**config.mk**
```make
export PLATFORM = sky130hd
export DESIGN_NAME = multi_debounce_flat
export DESIGN_NICKNAME = d
export VERILOG_FILES = /design/src/rtl/multi_debounce_if.sv /design/src/rtl/multi_debounce.sv /design/src/flat_wrapper.sv
export SDC_FILE = /design/constraint.sdc
export NUM_CORES = 1
export LEC_CHECK = 0
export CAP_MARGIN = 5
export CELL_PAD_IN_SITES_DETAIL_PLACEMENT = 0
export CELL_PAD_IN_SITES_GLOBAL_PLACEMENT = 1
export CORE_ASPECT_RATIO = 1.1
export CORE_MARGIN = 4
export CORE_UTILIZATION = 30
export DETAILED_ROUTE_END_ITERATION = 12
export GPL_TIMING_DRIVEN = 0
export PLACE_DENSITY = 0.55
export SKIP_CTS_REPAIR_TIMING = 1
export SLEW_MARGIN = 15
export SYNTH_ARGS = -nofsm -noshare
export SYNTH_HDL_FRONTEND = slang
export SYNTH_SLANG_ARGS = --single-unit
```
**constraint.sdc**
```tcl
create_clock -name clk_i -period 3.7 [get_ports clk_i]
set_clock_uncertainty 0.2 [all_clocks]
set_input_delay 0.555 -clock clk_i [delete_from_list [all_inputs] [get_ports clk_i]]
set_output_delay 0.555 -clock clk_i [all_outputs]
set_load 0.005 [all_outputs]
```
**src/rtl/multi_debounce_if.sv**
```systemverilog
// Signal bundle for the multi-channel debouncer.
// The master drives the switch/control side; the slave is the debouncer.
interface multi_debounce_if #(
    parameter int CH = 4
);
    logic [CH-1:0] sw_i;
    logic [1:0]    mode_i;
    logic [CH-1:0] irq_en_i;
    logic [CH-1:0] irq_clr_i;
    logic [CH-1:0] stable_o;
    logic [CH-1:0] pulse_o;
    logic [CH-1:0] long_o;
    logic [CH-1:0] irq_stat_o;
    logic          irq_o;

    modport master (
        output sw_i,
        output mode_i,
        output irq_en_i,
        output irq_clr_i,
        input  stable_o,
        input  pulse_o,
        input  long_o,
        input  irq_stat_o,
        input  irq_o
    );

    modport slave (
        input  sw_i,
        input  mode_i,
        input  irq_en_i,
        input  irq_clr_i,
        output stable_o,
        output pulse_o,
        output long_o,
        output irq_stat_o,
        output irq_o
    );
endinterface

```
**src/rtl/multi_debounce.sv**
```systemverilog
// Multi-channel switch debouncer with edge pulses, long-press
// detection and sticky per-channel interrupt status.
module multi_debounce #(
    parameter int CH          = 4,
    parameter int CNT_W       = 14,
    parameter int SYNC_STAGES = 2,
    parameter int LONG_TICKS  = 200,
    parameter bit ACTIVE_HIGH = 1'b0
) (
    input  logic            clk_i,
    input  logic            resetn_i,
    multi_debounce_if.slave bus
);

    localparam logic [7:0] LT = 8'(LONG_TICKS);

    logic [1:0]       rst_q;
    logic             rst_n;
    logic [CH-1:0]    sync_q [SYNC_STAGES];
    logic [CH-1:0]    sync;
    logic [CNT_W-1:0] pre_q;
    logic             tick;

    logic [CH-1:0] stable_q;
    logic [CH-1:0] pulse_q;
    logic [CH-1:0] long_q;
    logic [CH-1:0] stat_q;

    logic [CH-1:0] upd;
    logic [CH-1:0] pulse_d;
    logic [CH-1:0] long_d;
    logic [CH-1:0] stat_d;

    // Reset asserts at once but releases two edges later.
    always_ff @(posedge clk_i or negedge resetn_i) begin
        if (!resetn_i) begin
            rst_q <= '0;
        end else begin
            rst_q <= {rst_q[0], 1'b1};
        end
    end

    assign rst_n = rst_q[1];

    always_ff @(posedge clk_i or negedge rst_n) begin
        if (!rst_n) begin
            for (int s = 0; s < SYNC_STAGES; s++) begin
                sync_q[s] <= '0;
            end
        end else begin
            sync_q[0] <= bus.sw_i;
            for (int s = 1; s < SYNC_STAGES; s++) begin
                sync_q[s] <= sync_q[s-1];
            end
        end
    end

    assign sync = sync_q[SYNC_STAGES-1];

    always_ff @(posedge clk_i or negedge rst_n) begin
        if (!rst_n) begin
            pre_q <= '0;
        end else begin
            pre_q <= pre_q + CNT_W'(1);
        end
    end

    assign tick = &pre_q;

    for (genvar i = 0; i < CH; i++) begin : g_ch
        logic [CNT_W-1:0] cnt_q;
        logic [7:0]       lcnt_q;
        logic             differ;
        logic             expire;
        logic             pressed;
        logic             lstep;
        logic             sel;

        assign differ  = sync[i] ^ stable_q[i];
        assign expire  = differ && (&cnt_q);
        assign pressed = (stable_q[i] == ACTIVE_HIGH);
        assign lstep   = pressed && tick && (lcnt_q != LT);

        always_ff @(posedge clk_i or negedge rst_n) begin
            if (!rst_n) begin
                cnt_q <= '0;
            end else if (!differ || expire) begin
                cnt_q <= '0;
            end else begin
                cnt_q <= cnt_q + CNT_W'(1);
            end
        end

        // Saturates at LT so a held press reports only once.
        always_ff @(posedge clk_i or negedge rst_n) begin
            if (!rst_n) begin
                lcnt_q <= '0;
            end else if (!pressed) begin
                lcnt_q <= '0;
            end else if (lstep) begin
                lcnt_q <= lcnt_q + 8'd1;
            end
        end

        always_comb begin
            sel = 1'b0;
            unique case (bus.mode_i)
                2'b00:   sel = sync[i];
                2'b01:   sel = !sync[i];
                2'b10:   sel = 1'b1;
                default: sel = 1'b0;
            endcase
        end

        assign upd[i]     = expire;
        assign pulse_d[i] = expire && sel;
        assign long_d[i]  = lstep && (lcnt_q == LT - 8'd1);
    end

    // Set has priority over a same-cycle clear.
    assign stat_d = ((pulse_q | long_q) & bus.irq_en_i)
                  | (stat_q & ~bus.irq_clr_i);

    always_ff @(posedge clk_i or negedge rst_n) begin
        if (!rst_n) begin
            stable_q <= '0;
            pulse_q  <= '0;
            long_q   <= '0;
            stat_q   <= '0;
        end else begin
            stable_q <= stable_q ^ upd;
            pulse_q  <= pulse_d;
            long_q   <= long_d;
            stat_q   <= stat_d;
        end
    end

    assign bus.stable_o   = stable_q;
    assign bus.pulse_o    = pulse_q;
    assign bus.long_o     = long_q;
    assign bus.irq_stat_o = stat_q;
    assign bus.irq_o      = |stat_q;

endmodule

```
**src/flat_wrapper.sv**
```systemverilog
// flat-port wrapper written by rule: the top's interface ports become plain ports
module multi_debounce_flat 
#(
    parameter int CH          = 4,
    parameter int CNT_W       = 14,
    parameter int SYNC_STAGES = 2,
    parameter int LONG_TICKS  = 200,
    parameter bit ACTIVE_HIGH = 1'b0
)
  (clk_i, resetn_i, bus_sw_i, bus_mode_i, bus_irq_en_i, bus_irq_clr_i, bus_stable_o, bus_pulse_o, bus_long_o, bus_irq_stat_o, bus_irq_o);
  multi_debounce_if #(.CH(CH)) bus_i ();
  input  logic clk_i;
  input  logic resetn_i;
  input wire logic [$bits(bus_i.sw_i)-1:0] bus_sw_i;
  input wire logic [$bits(bus_i.mode_i)-1:0] bus_mode_i;
  input wire logic [$bits(bus_i.irq_en_i)-1:0] bus_irq_en_i;
  input wire logic [$bits(bus_i.irq_clr_i)-1:0] bus_irq_clr_i;
  output wire logic [$bits(bus_i.stable_o)-1:0] bus_stable_o;
  output wire logic [$bits(bus_i.pulse_o)-1:0] bus_pulse_o;
  output wire logic [$bits(bus_i.long_o)-1:0] bus_long_o;
  output wire logic [$bits(bus_i.irq_stat_o)-1:0] bus_irq_stat_o;
  output wire logic [$bits(bus_i.irq_o)-1:0] bus_irq_o;
  assign bus_i.sw_i = bus_sw_i;
  assign bus_i.mode_i = bus_mode_i;
  assign bus_i.irq_en_i = bus_irq_en_i;
  assign bus_i.irq_clr_i = bus_irq_clr_i;
  assign bus_stable_o = bus_i.stable_o;
  assign bus_pulse_o = bus_i.pulse_o;
  assign bus_long_o = bus_i.long_o;
  assign bus_irq_stat_o = bus_i.irq_stat_o;
  assign bus_irq_o = bus_i.irq_o;
  multi_debounce #(.CH(CH), .CNT_W(CNT_W), .SYNC_STAGES(SYNC_STAGES), .LONG_TICKS(LONG_TICKS), .ACTIVE_HIGH(ACTIVE_HIGH)) u_core (.clk_i(clk_i), .resetn_i(resetn_i), .bus(bus_i));
endmodule
```
Word-level counts from Yosys, hierarchy flattened

Cells that the tools add are included.
W data, S select, Z words.

Word-level logic and storage cells: 108
Register bits: 128
Bits of input ports: 16
Output and inout bits: 17

Eq/ne operators: 10
$add $sub $neg: 9
Bitwise logic cells: 14
Reduce and logical (&&, ||, !) cells: 43
Muxes and demuxes: 16

Operators by type and width:

| kind                    | number |
|---|---|
| $add A14 B1 Y14 const B | 5 |
| $reduce_and A14 Y1      | 5 |
| $mux W8                 | 8 |
| $mux W14                | 4 |
| $add A8 B1 Y8 const B   | 4 |
| $eq A8 B8 Y1 const B    | 4 |
| $ne A8 B8 Y1 const B    | 4 |
| $logic_and A1 B1 Y1     | 20 |
| $pmux W1 S3             | 4 |
| $and A4 B4 Y4           | 2 |
| $logic_not A1 Y1        | 8 |
| $or A4 B4 Y4            | 2 |
| $reduce_bool A2 Y1      | 4 |
| $logic_or A1 B1 Y1      | 4 |
| $not A1 Y1              | 4 |
| $not A4 Y4              | 1 |
| $reduce_or A4 Y1        | 1 |
| $xor A1 B1 Y1           | 4 |
| $xor A4 B4 Y4           | 1 |
| $eq A2 B1 Y1 const B    | 1 |
| $eq A2 B2 Y1 const B    | 1 |
| $logic_not A2 Y1        | 1 |

Logic depth before layout (Yosys ltp)

Gate-level depths: netlist of the first run.

Depth in word-level cells: 5
Mapped depth: 8
Depth with buffers taken out: 6

Worst setup path after synthesis of the first run

No wires, ideal clock.

Kind: reg-to-reg
Start point: register u_core.pre_q[0]
End point: register u_core.g_ch[3].lcnt_q[5]
Clock period less this slack: 2.259 ns
Library setup time: 0.136 ns
Cell stages (with the launch flop): 9
Path slack: 1.441 ns
Path buffers: 3
Data required time: 3.364 ns
Arrival time: 1.923 ns
Cell sequence: dfrtp_1 -> ha_1 -> nand3_1 -> or4_4 -> buf_6 -> buf_6 -> buf_2 -> o31ai_1 -> a21oi_1

Cells in the longest elaborated chain, start to end: 4

RTL lines:

| item                                | line                  | text |
|---|---|---|
| from (decl)                         | multi_debounce.sv:21  | `logic [CNT_W-1:0] pre_q;` |
| from (signal assigned)              | multi_debounce.sv:64  | `pre_q <= pre_q + CNT_W'(1);` |
| $reduce_and A14 Y1                  | multi_debounce.sv:68  | `assign tick = &pre_q;` |
| $logic_and A1 B1 Y1 (2 in series)   | multi_debounce.sv:82  | `assign lstep = pressed && tick && (lcnt_q != LT);` |
| $reduce_bool A2 Y1 (no source line) | -                     |  |
| to (signal assigned)                | multi_debounce.sv:101 | `lcnt_q <= lcnt_q + 8'd1;` |
| to (decl)                           | multi_debounce.sv:72  | `logic [7:0] lcnt_q;` |

No other way between the ends.
A chain may end at the register's enable or synchronous reset.

Final worst setup path of the first run

Start point: register u_core.pre_q[0]
End point: register u_core.g_ch[1].lcnt_q[6]

Cells in the longest elaborated chain, start to end: 4

RTL lines:

| item                                | line |
|---|---|
| $reduce_and A14 Y1                  | multi_debounce.sv:68 |
| $logic_and A1 B1 Y1 (2 in series)   | multi_debounce.sv:82 |
| $reduce_bool A2 Y1 (no source line) | - |
| to (signal assigned)                | multi_debounce.sv:101 |
| to (decl)                           | multi_debounce.sv:72 |

No other way between the ends.

==> out/results.txt, run 1 <==
Worst Setup Start Kind -> flop
Clock tree buffer depth -> 2
# diodes -> 0
Die Ht -> 157 um
Final setup viols -> 0
Post-synthesis mux area share -> 1.81%
Relative slew slack -> 56.4%
Total CTS buffers -> 17
Layout Nets -> 674
Sequential share of the synthesized area -> 53.2%
Crit-path max FO -> 10
Pre-antenna DRT Iters -> 4
Vias per std cell -> 4.87
Top_reg_cell synth -> dfrtp_1
Hold Crit Class -> flop to async pin
DRC Markers -> 0
Vias -> 4,432
Main combinational cell family by area after synthesis -> simple AND/OR/NAND/NOR gates
Synthesized net count -> 620
Max-cap viol count -> 0
Setup CP Type -> flop to flop
Max Fclk -> 394 MHz
Syn avg cell area -> 10.2 sq um
Worst-Skew Late Latency -> 0.41 ns
Final min period -> 2.54 ns
I/O Buffers -> 32
Netlist cell types -> 46
Area of the multi-input gates -> 2610 sq um
Core Region -> 19,800 sq um
Slew Viols, Final -> 0
Complex-gate fraction of the synthesized area -> 7.31%
Post-DP Area -> 6730 sq um
Largest net degree at the start of global routing -> 57
Yosys reg bits -> 128
Vias in the first global route -> 4,539
Cell area after layout -> 7320 sq um
Pwr/cell area -> 435 nW/um^2
Leak -> 2.97 nW
Die X -> 143 um
Crit end category -> flop
Die footprint -> 22,400 sq um
Antenna violations before repair -> 0
Crit. Startpoint -> u_core.pre_q[0]
Slew @ Worst Pin -> 0.646 ns
CTS tree -> yes
Initial Util -> 30.4%
Total track usage -> 12.6%
Setup_tns -> 0 ns
Cell count after synthesis -> 591
Worst VDD drop -> 0.000313 V
Commonest cells after routing, fill and taps aside -> dfrtp_1 (127), nor2_1 (79), nand3_1 (35)
Root buf cell -> clkbuf_16
Xor/xnor share of the synthesized area -> 9.45%
Result of the run -> finished, final reports clean
Asr flop ratio synth -> 100%
Unrepaired setup endpoints after global routing -> no
Total grt overflow -> 0
CTS sink cnt -> 128
Post-synth EDFFs -> 0
Adder-cell area share of the yosys netlist -> 2.70%
# fillers -> 1,969
Fraction of the mapped netlist area in simple logic gates -> 21.9%
I/O Pins -> 33
Final period utilization -> 68.5%
DRT iter0 DRCs -> 165
First-pass GRT wire length -> 22,400 um
Layout cells sized above 1 -> 9.27%
Area Growth Syn to Fin -> 21.5%
Critical Path RT -> 3.77 ns
Drt wl/cell -> 14.5 um
H-Tree Depth -> 4
Placed wire-length estimate -> 9110 um
Storage element area -> 3210 sq um
Mapped Area -> 6020 sq um
Commonest non-fill, non-tap cell in the layout -> dfrtp_1
R2R Path Start -> u_core.pre_q[0]
Num rows -> 54
Fin. Hold Viols -> 0
Yosys warns -> 0
Global placer's final weighted congestion -> 0.748
Detailed Route WL -> 13,200 um
ANT nets after route -> 0
CP arrival -> 2.61 ns
Clock slew at reported path FFs -> 0.06 ns
[per-stage QoR]
stage	power [W]	setup WS, ns	utilization, %	instances	hold WS (ns)
CTS	0.00323	1.14	37.0	910	0.0778
detailed placement	0.00155	1.00	34.0	878	0.0687
global placement	0.00154	0.453	33.6	875	0.134
global route	0.00332	0.956	37.0	910	0.0892
finish	0.00318	1.16	37.0	910	0.0560
floorplan	0.00150	1.37	-	591	0.0594
[flip-flops by register name (all words and copies together), names as in the netlist, named ones only]
register,cells
u_core.g_ch.cnt_q,56
u_core.g_ch.lcnt_q,32
u_core.pre_q,14
u_core.bus.irq_stat_o,4
u_core.bus.long_o,4
u_core.bus.pulse_o,4
u_core.sync,4
u_core.sync_q,4
u_core.rst_q,2
[kinds of logic (layout without fill, tap and decap cells)]
family	count (synthesis)	in the layout
AO/OA/AOI/OAI	69	69
XOR/XNOR	65	65
adder cells (fa/ha/maj)	13	13
buffers and inverters	51	118
flip-flops	128	128
multiplexers	10	10
other	1	1
AND/OR/NAND/NOR	254	254
[layout make-up]
cell class,count,share of cell area [%]
plain buffers,19,1.32
clock buffers,19,6.19
clock inverters,13,1.86
inverters,32,1.64
multi-input cells,412,35.7
flip-flops and latches,128,43.8
well taps,252,4.31
repair buffers,35,5.20
[report_power, final]
| group | switching (W) | total (W) | internal (W) |
|---|---|---|---|
| clock network | 0.000634 | 0.00166 | 0.00103 |
| registers | 0.0000221 | 0.00144 | 0.00142 |
| logic | 0.0000509 | 0.0000858 | 0.0000349 |
| total | 0.000707 | 0.00318 | 0.00248 |
[synthesized netlist by cell type, types with 2 or more instances]
| cell type | number | area share [%] |
|---|---|---|
| dfrtp_1 | 128 | 53 |
| nor2_1 | 79 | 4.9 |
| nand3_1 | 35 | 2.9 |
| xnor2_1 | 34 | 4.9 |
| inv_1 | 32 | 2.0 |
| nand2_1 | 32 | 2.0 |
| xor2_1 | 31 | 4.5 |
| a21oi_1 | 22 | 1.8 |
| nand4_1 | 21 | 2.2 |
| o31ai_1 | 16 | 2.0 |
| or4_1 | 16 | 2.0 |
| nor3_1 | 15 | 1.2 |
| o21ai_0 | 15 | 1.2 |
| clkbuf_1 | 14 | 0.87 |
| nor4_1 | 14 | 1.5 |
| ha_1 | 13 | 2.7 |
| and3_1 | 7 | 0.73 |
| mux2_2 | 7 | 1.3 |
| nand2b_1 | 6 | 0.62 |
| or3_1 | 6 | 0.62 |
| and4_1 | 5 | 0.73 |
| nand3b_1 | 4 | 0.50 |
| or2_2 | 4 | 0.42 |
| a31o_2 | 3 | 0.44 |
| buf_6 | 3 | 0.56 |
| mux2i_1 | 3 | 0.50 |
| a211oi_1 | 2 | 0.25 |
| a31oi_1 | 2 | 0.21 |
| and2_1 | 2 | 0.21 |
| buf_2 | 2 | 0.17 |
| nand4bb_1 | 2 | 0.37 |
| o31a_1 | 2 | 0.29 |
[per-layer routing]
layer | part of all wire, % | track usage [%] | vias up
met5 | 0 | 0 | -
met4 | 1.7 | 5.02 | 0
met3 | 2.4 | 2.72 | 16
met2 | 49 | 21.1 | 47
met1 | 47 | 15.9 | 2184
li1 | - | - | 2185
[worst max-delay path: stages, from the launching register on]
cell     delay, ns
dfrtp_1       0.37
ha_1          0.24
nand3_1       0.18
or4_4         0.53
buf_6         0.16
buf_6         0.14
buf_2         0.19
o31ai_1       0.28
a21oi_1       0.09
[final timing paths]
path / to / cells past startpoint / slack [ns]
hold / removal: u_core.g_ch[0].cnt_q[4] / 0 / 0.06
setup / recovery: u_core.g_ch[1].lcnt_q[6] / 8 / 1.16
min in group clk_i: u_core.rst_q[1] / 0 / 0.15
max in group asynchronous: u_core.g_ch[3].cnt_q[5] / 1 / 2.63
setup reg to reg: u_core.g_ch[1].lcnt_q[6] / 8 / 1.16
hold reg to reg: u_core.g_ch[0].cnt_q[4] / 0 / 0.06
Note: power is estimated with default switching activity, not from simulation.
==> run 2, diff against run 1 <==
- clock period: 3.7 -> 2.3 ns (I/O delays scaled with it)
==> run 2 against run 1 <==
- the run now ends with setup timing left
- hold slack better by 0.061 ns
- clock-buffer cell count is 1 higher
- combinational power is 59% higher
- non-clock buffer count is 7 higher
- die area stayed put
- total power is 65% higher
==> out/results.txt, run 2 (same netlist as run 1, synthesis figures left out) <==
Result of the run -> finished, violations left
Failing checks -> setup timing
CP arrival -> 2.38 ns (-0.23 ns)
Layout Cells excl Fill -> 917 (+0.77%)
Storage element area -> 3210 sq um (about the same)
Commonest non-fill, non-tap cell in the layout -> dfrtp_1
CTS sink cnt -> 128 (unchanged)
Num rows -> 54 (unchanged)
Max-cap viol count -> 0 (unchanged)
Total track usage -> 12.6% (-0.040 points)
DRT iter0 DRCs -> 160 (-3.0%)
Pre-antenna DRT Iters -> 4 (unchanged)
Final min period -> 2.31 ns (-0.224 ns)
# fillers -> 1,976 (+0.36%)
Vias -> 4,452 (+0.45%)
Slew @ Worst Pin -> 0.715 ns (+0.0689 ns)
Leak -> 3.06 nW (+3.0%)
ANT nets after route -> 0 (unchanged)
Global placer's final weighted congestion -> 0.754 (+0.80%)
Pre-CTS WS -> -0.234 ns (-1.24 ns)
Commonest cells after routing, fill and taps aside -> dfrtp_1 (125), nor2_1 (77), nand3_1 (34), xnor2_1 (34)
Relative slew slack -> 52.2% (-4.2 points)
Max Fclk -> 432 MHz (+9.7%)
Final setup viols -> 5 (+5)
Vias in the first global route -> 4,472 (-1.5%)
Final worst-path setup slack -> -0.0124 ns (-1.18 ns)
Max reg flops -> 56 (unchanged)
Hold Crit Class -> flop to async pin
Vias per std cell -> 4.85 (-0.32%)
Antenna violations before repair -> 0 (unchanged)
CTS tree -> yes
Critical Path RT -> 2.37 ns (-1.40 ns)
Final period utilization -> 101% (+32 points)
Total grt overflow -> 0 (unchanged)
Slew Viols, Final -> 0 (unchanged)
Clock slew at reported path FFs -> 0.05 ns (about the same)
Die footprint -> 22,400 sq um (unchanged)
Largest register by flop count -> u_core.g_ch.cnt_q
Post-DP Area -> 6730 sq um (unchanged)
I/O Pins -> 33 (unchanged)
I/O Buffers -> 32 (unchanged)
Reg2Reg Depth -> 7 (-1)
Area Growth Syn to Fin -> 26.0%
DRC Markers -> 0 (unchanged)
Largest net degree at the start of global routing -> 47 (-18%)
Pwr/cell area -> 691 nW/um^2 (+59%)
Layout cells sized above 1 -> 13.8% (+4.6 points)
Crit-path max FO -> 10 (unchanged)
Die Ht -> 157 um (unchanged)
Die X -> 143 um (unchanged)
Core Region -> 19,800 sq um (unchanged)
Worst VDD drop -> 0.000476 V (+52%)
Setup CP Type -> flop to flop
Setup_tns -> -0.0361 ns (-0.0361 ns)
R2r setup slk -> -0.01 ns (-1.18 ns)
Layout Nets -> 681 (+1.0%)
Fin. Hold Viols -> 0 (unchanged)
Worst Setup Start Kind -> flop
Worst-Skew Late Latency -> 0.42 ns (about the same)
Top Registers -> u_core.g_ch.cnt_q: 56 flops, u_core.g_ch.lcnt_q: 32 flops, u_core.pre_q: 14 flops
Placed wire-length estimate -> 8970 um (-1.5%)
Root buf cell -> clkbuf_16
Met3 WL post-DR -> 424 um (+33%)
First-pass GRT wire length -> 22,300 um (-0.21%)
Detailed Route WL -> 13,300 um (+0.68%)
# diodes -> 0 (unchanged)
Unrepaired setup endpoints after global routing -> yes
Top layer in use -> met4
Placed cells -> 878 (unchanged)
Initial Util -> 30.4% (unchanged)
H-Tree Depth -> 4 (unchanged)
Drt wl/cell -> 14.5 um (about the same)
Met1 wire length -> 6170 um (-0.77%)
Cell area after layout -> 7590 sq um (+3.7%)
Final core occ -> 38.3% (+1.4 points)
Area of the multi-input gates -> 2770 sq um (+6.0%)
Met2 wire length -> 6480 um (+0.36%)
Clock tree buffer depth -> 2 (unchanged)
Crit end category -> flop
Total CTS buffers -> 17 (unchanged)
[run 2: final cells by class]
type / count / share of cell area [%]
Buffer: 18 / 1.63
Inverter: 32 / 1.58
Clock buffer: 20 / 5.89
Timing Repair Buffer: 43 / 5.84
Multi-Input combinational cell: 412 / 36.4
Tap cell: 252 / 4.15
Clock inverter: 12 / 2.18
Sequential cell: 128 / 42.3
[run 2: per-stage QoR]
stage                     power, W  hold slack, ns
after floorplan            0.00242          -0.151
after global placement     0.00249           0.134
after detailed placement   0.00250           0.136
after CTS                  0.00535          -0.132
after global routing       0.00550           0.145
final                      0.00524           0.117
[run 2: critical path, cell delays in order (launching register included)]
cell     delay (ns)
dfrtp_1        0.42
nand4_4        0.17
or4_4          0.58
buf_8          0.16
buf_8          0.14
buf_12         0.15
o31ai_2        0.24
a21oi_1        0.10
[run 2: final timing paths]
check	from	endpoint
max	u_core.pre_q[5]	u_core.g_ch[1].lcnt_q[7]
min	u_core.rst_q[1]	u_core.sync_q[4]
max reg2reg	u_core.pre_q[5]	u_core.g_ch[1].lcnt_q[7]
min reg2reg	u_core.rst_q[1]	u_core.sync_q[4]
max in group asynchronous	u_core.rst_q[1]	u_core.pre_q[4]
min in group clk_i	u_core.sync_q[6]	u_core.sync[2]
[run 2: routing by layer]
| layer | GRT usage, % | vias up |
|---|---|---|
| li1 | - | 2192 |
| met1 | 16.5 | 2193 |
| met2 | 19.8 | 53 |
| met3 | 3.12 | 14 |
| met4 | 5.30 | 0 |
| met5 | 0 | - |
[run 2: report_power, final]
group	leakage [nW]	switching, W	total (W)	internal [W]
Combinational	1.01	0.0000784	0.000136	0.0000580
Clock	0.299	0.000962	0.00279	0.00183
Sequential	1.74	0.0000380	0.00232	0.00228
==> patch: new RTL, config.mk and constraints of run 1 <==
`ACTIVE_HIGH` is set to 1'b0 in 2 places; all go to 1'b1.
--- a/src/rtl/multi_debounce.sv
+++ b/src/rtl/multi_debounce.sv
@@ -5,7 +5,7 @@
     parameter int CNT_W       = 14,
     parameter int SYNC_STAGES = 2,
     parameter int LONG_TICKS  = 200,
-    parameter bit ACTIVE_HIGH = 1'b0
+    parameter bit ACTIVE_HIGH = 1'b1
 ) (
     input  logic            clk_i,
     input  logic            resetn_i,
--- a/src/flat_wrapper.sv
+++ b/src/flat_wrapper.sv
@@ -5,7 +5,7 @@
     parameter int CNT_W       = 14,
     parameter int SYNC_STAGES = 2,
     parameter int LONG_TICKS  = 200,
-    parameter bit ACTIVE_HIGH = 1'b0
+    parameter bit ACTIVE_HIGH = 1'b1
 )
   (clk_i, resetn_i, bus_sw_i, bus_mode_i, bus_irq_en_i, bus_irq_clr_i, bus_stable_o, bus_pulse_o, bus_long_o, bus_irq_stat_o, bus_irq_o);
   multi_debounce_if #(.CH(CH)) bus_i ();
Formal check against the unedited RTL: no difference found for any inputs over 10 cycles, from zero or initial values and one cycle with resetn_i low; that may be too few to reach the edited logic, so the function may still have changed.
==> patch against run 1 <==
Sequential cell count unchanged. Worst setup slack improved by 0.030 ns. Core utilization decreased by 0.12 points. Wire length increased by 3.7%. Power decreased by 3.2%. Sequential power about the same. Final area about the same. Die area increased by 0.81%. Synthesized area increased by 0.85%. Global-route usage increased by 0.61 points. Highest routed layer unchanged.
==> patch: results (changes against run 1) <==
- Run status: finished, final reports clean (unchanged).
- The detail-routed net length per standard cell is 15.1 um (was 14.5 um).
- The class of the tightest hold or removal check is input pin to async pin (was flop to async pin).
- The wire length of the first global-routing pass is 23600 um (was 22400 um).
- The clock-pin slew on the worst setup and hold paths is 0.06 ns (about the same).
- The part of the Yosys area used for sequential elements is 52.7% (was 53.2%).
- The logic depth of the worst register-to-register path came to 7 (was 8).
- The register-to-register setup slack came to 1.19 ns (was 1.16 ns).
- The maximum vdd drop is 0.297 mV (was 0.313 mV).
- The maximum number of pins on one net before global-route repair is 46 (was 57).
- The post-DP HPWL is 9400 um (was 9110 um).
- The data arrival time at the worst-slack endpoint came to 2.63 ns (was 2.61 ns).
- The synthesized netlist net count is 622 (was 620).
- The fraction of final layout cells with drive strength greater than 1 is 7.46% (was 9.27%).
- The violation count after the first detailed-route iteration was 185 (was 165).
- The aggregate global-route resource usage is 13.2% (was 12.6%).
- The number of buffers inserted during clock tree synthesis is 17 (unchanged).
- The total number of vias is 4558 (was 4432).
- The cell area after placement is 6770 um^2 (was 6730 um^2).
- Top post-synthesis cells by area: dfrtp_1 (53%), xor2_1 (6.2%), nor2_1 (4.2%), nand4_1 (3.5%), nand3_1 (3.0%) (was dfrtp_1 (53%), xnor2_1 (4.9%), nor2_1 (4.9%), xor2_1 (4.5%), nand3_1 (2.9%)).
- The end of the worst register-to-register path is u_core.g_ch[1].lcnt_q[4] (was u_core.g_ch[1].lcnt_q[6]).
- The number of nets at the end of the flow was 675 (was 674).
- The leakage power total is 0.00293 uW (was 0.00297 uW).
- The number of global-route vias before repair is 4693 (was 4539).
- The measured slew at the worst slew-check pin is 0.958 ns (was 0.646 ns).
- The number of distinct standard cells referenced by the synthesized netlist was 40 (was 46).
- The final estimated routing congestion in global placement came to 0.753 (was 0.748).
- The filler cell count is 1990 (was 1969).
- Leading cell types by count after synthesis: dfrtp_1 (128), nor2_1 (68), xor2_1 (43) (was dfrtp_1 (128), nor2_1 (79), nand3_1 (35)).
## patch: changes by cell type in the layout (fill, tap and decap cells not counted), moves of 7 or more
cell and delta:
nor2_1 -11, a21oi_1 +8, xnor2_1 -14, nand4_1 +13, nor4_1 -8, xor2_1 +12
inv_1 -7
## patch: worst max-delay path by stage
stage,startpoint,to,slack (ns),cells past startpoint
after floorplan,u_core.rst_q[1],async pin,1.37,0
after global placement,u_core.rst_q[1],u_core.g_ch[2].cnt_q[10],0.46,0
after detailed placement,bus_mode_i[0],u_core.bus.pulse_o[3],0.89,4
after CTS,u_core.pre_q[9],u_core.g_ch[0].lcnt_q[1],1.14,4
after global routing,u_core.pre_q[0],u_core.g_ch[0].lcnt_q[4],1.01,7
final,u_core.pre_q[0],u_core.g_ch[1].lcnt_q[4],1.19,7
## patch: critical path: stages, from the launching register on
cell,delay (ns)
dfrtp_1,0.39
ha_1,0.24
and2_1,0.19
nand3_2,0.14
clkbuf_1,0.39
clkbuf_1,0.52
o31ai_1,0.16
a21oi_1,0.17
## patch: area by class of cell
type	count	area share [%]
antenna	1	0.0342
buffer	17	0.872
clock buffer	24	6.58
clock inverter	6	0.821
inverter	25	1.28
multi-input combinational	423	37.2
sequential	128	43.8
tap	252	4.31
timing repair buffer	34	5.13
## patch: kinds of logic (layout without fill, tap and decap cells)
| logic type | after synthesis | count (layout) | share of synthesized area (%) |
|---|---|---|---|
| buf+inv | 42 | 106 | 2.60 |
| mux | 8 | 8 | 1.44 |
| simple gates | 266 | 266 | 24.3 |
| fa+ha+maj | 13 | 13 | 2.68 |
| flops | 128 | 128 | 52.7 |
| xor+xnor | 63 | 63 | 9.09 |
| other cells | 1 | 2 | 0.0617 |
| compound gates | 72 | 72 | 7.13 |
## patch: metrics by stage
step           std cells  utilization (%)  setup WS, ns  total power (uW)  hold slack, ns
2_1_floorplan        593                -          1.37              1500          0.0594
3_3_place_gp         877             33.8         0.457              1550           0.136
3_5_place_dp         879             34.1         0.895              1560           0.140
4_1_cts              909             36.8          1.14              3140          0.0758
5_1_grt              909             36.8          1.01              3210          0.0930
6_report             910             36.8          1.19              3080          0.0995
## patch: metal layers
metal	up-vias	share of wire [%]	GRT usage (%)
met5	-	0	0
met4	0	1.5	4.75
li1	2229	-	-
met3	12	2.6	3.52
met1	2265	47	16.6
met2	52	49	21.9
## patch: power by group
part	internal (uW)	switching [uW]
Sequential	1420	25.0
Clock	966	589
Combinational	35.1	48.5
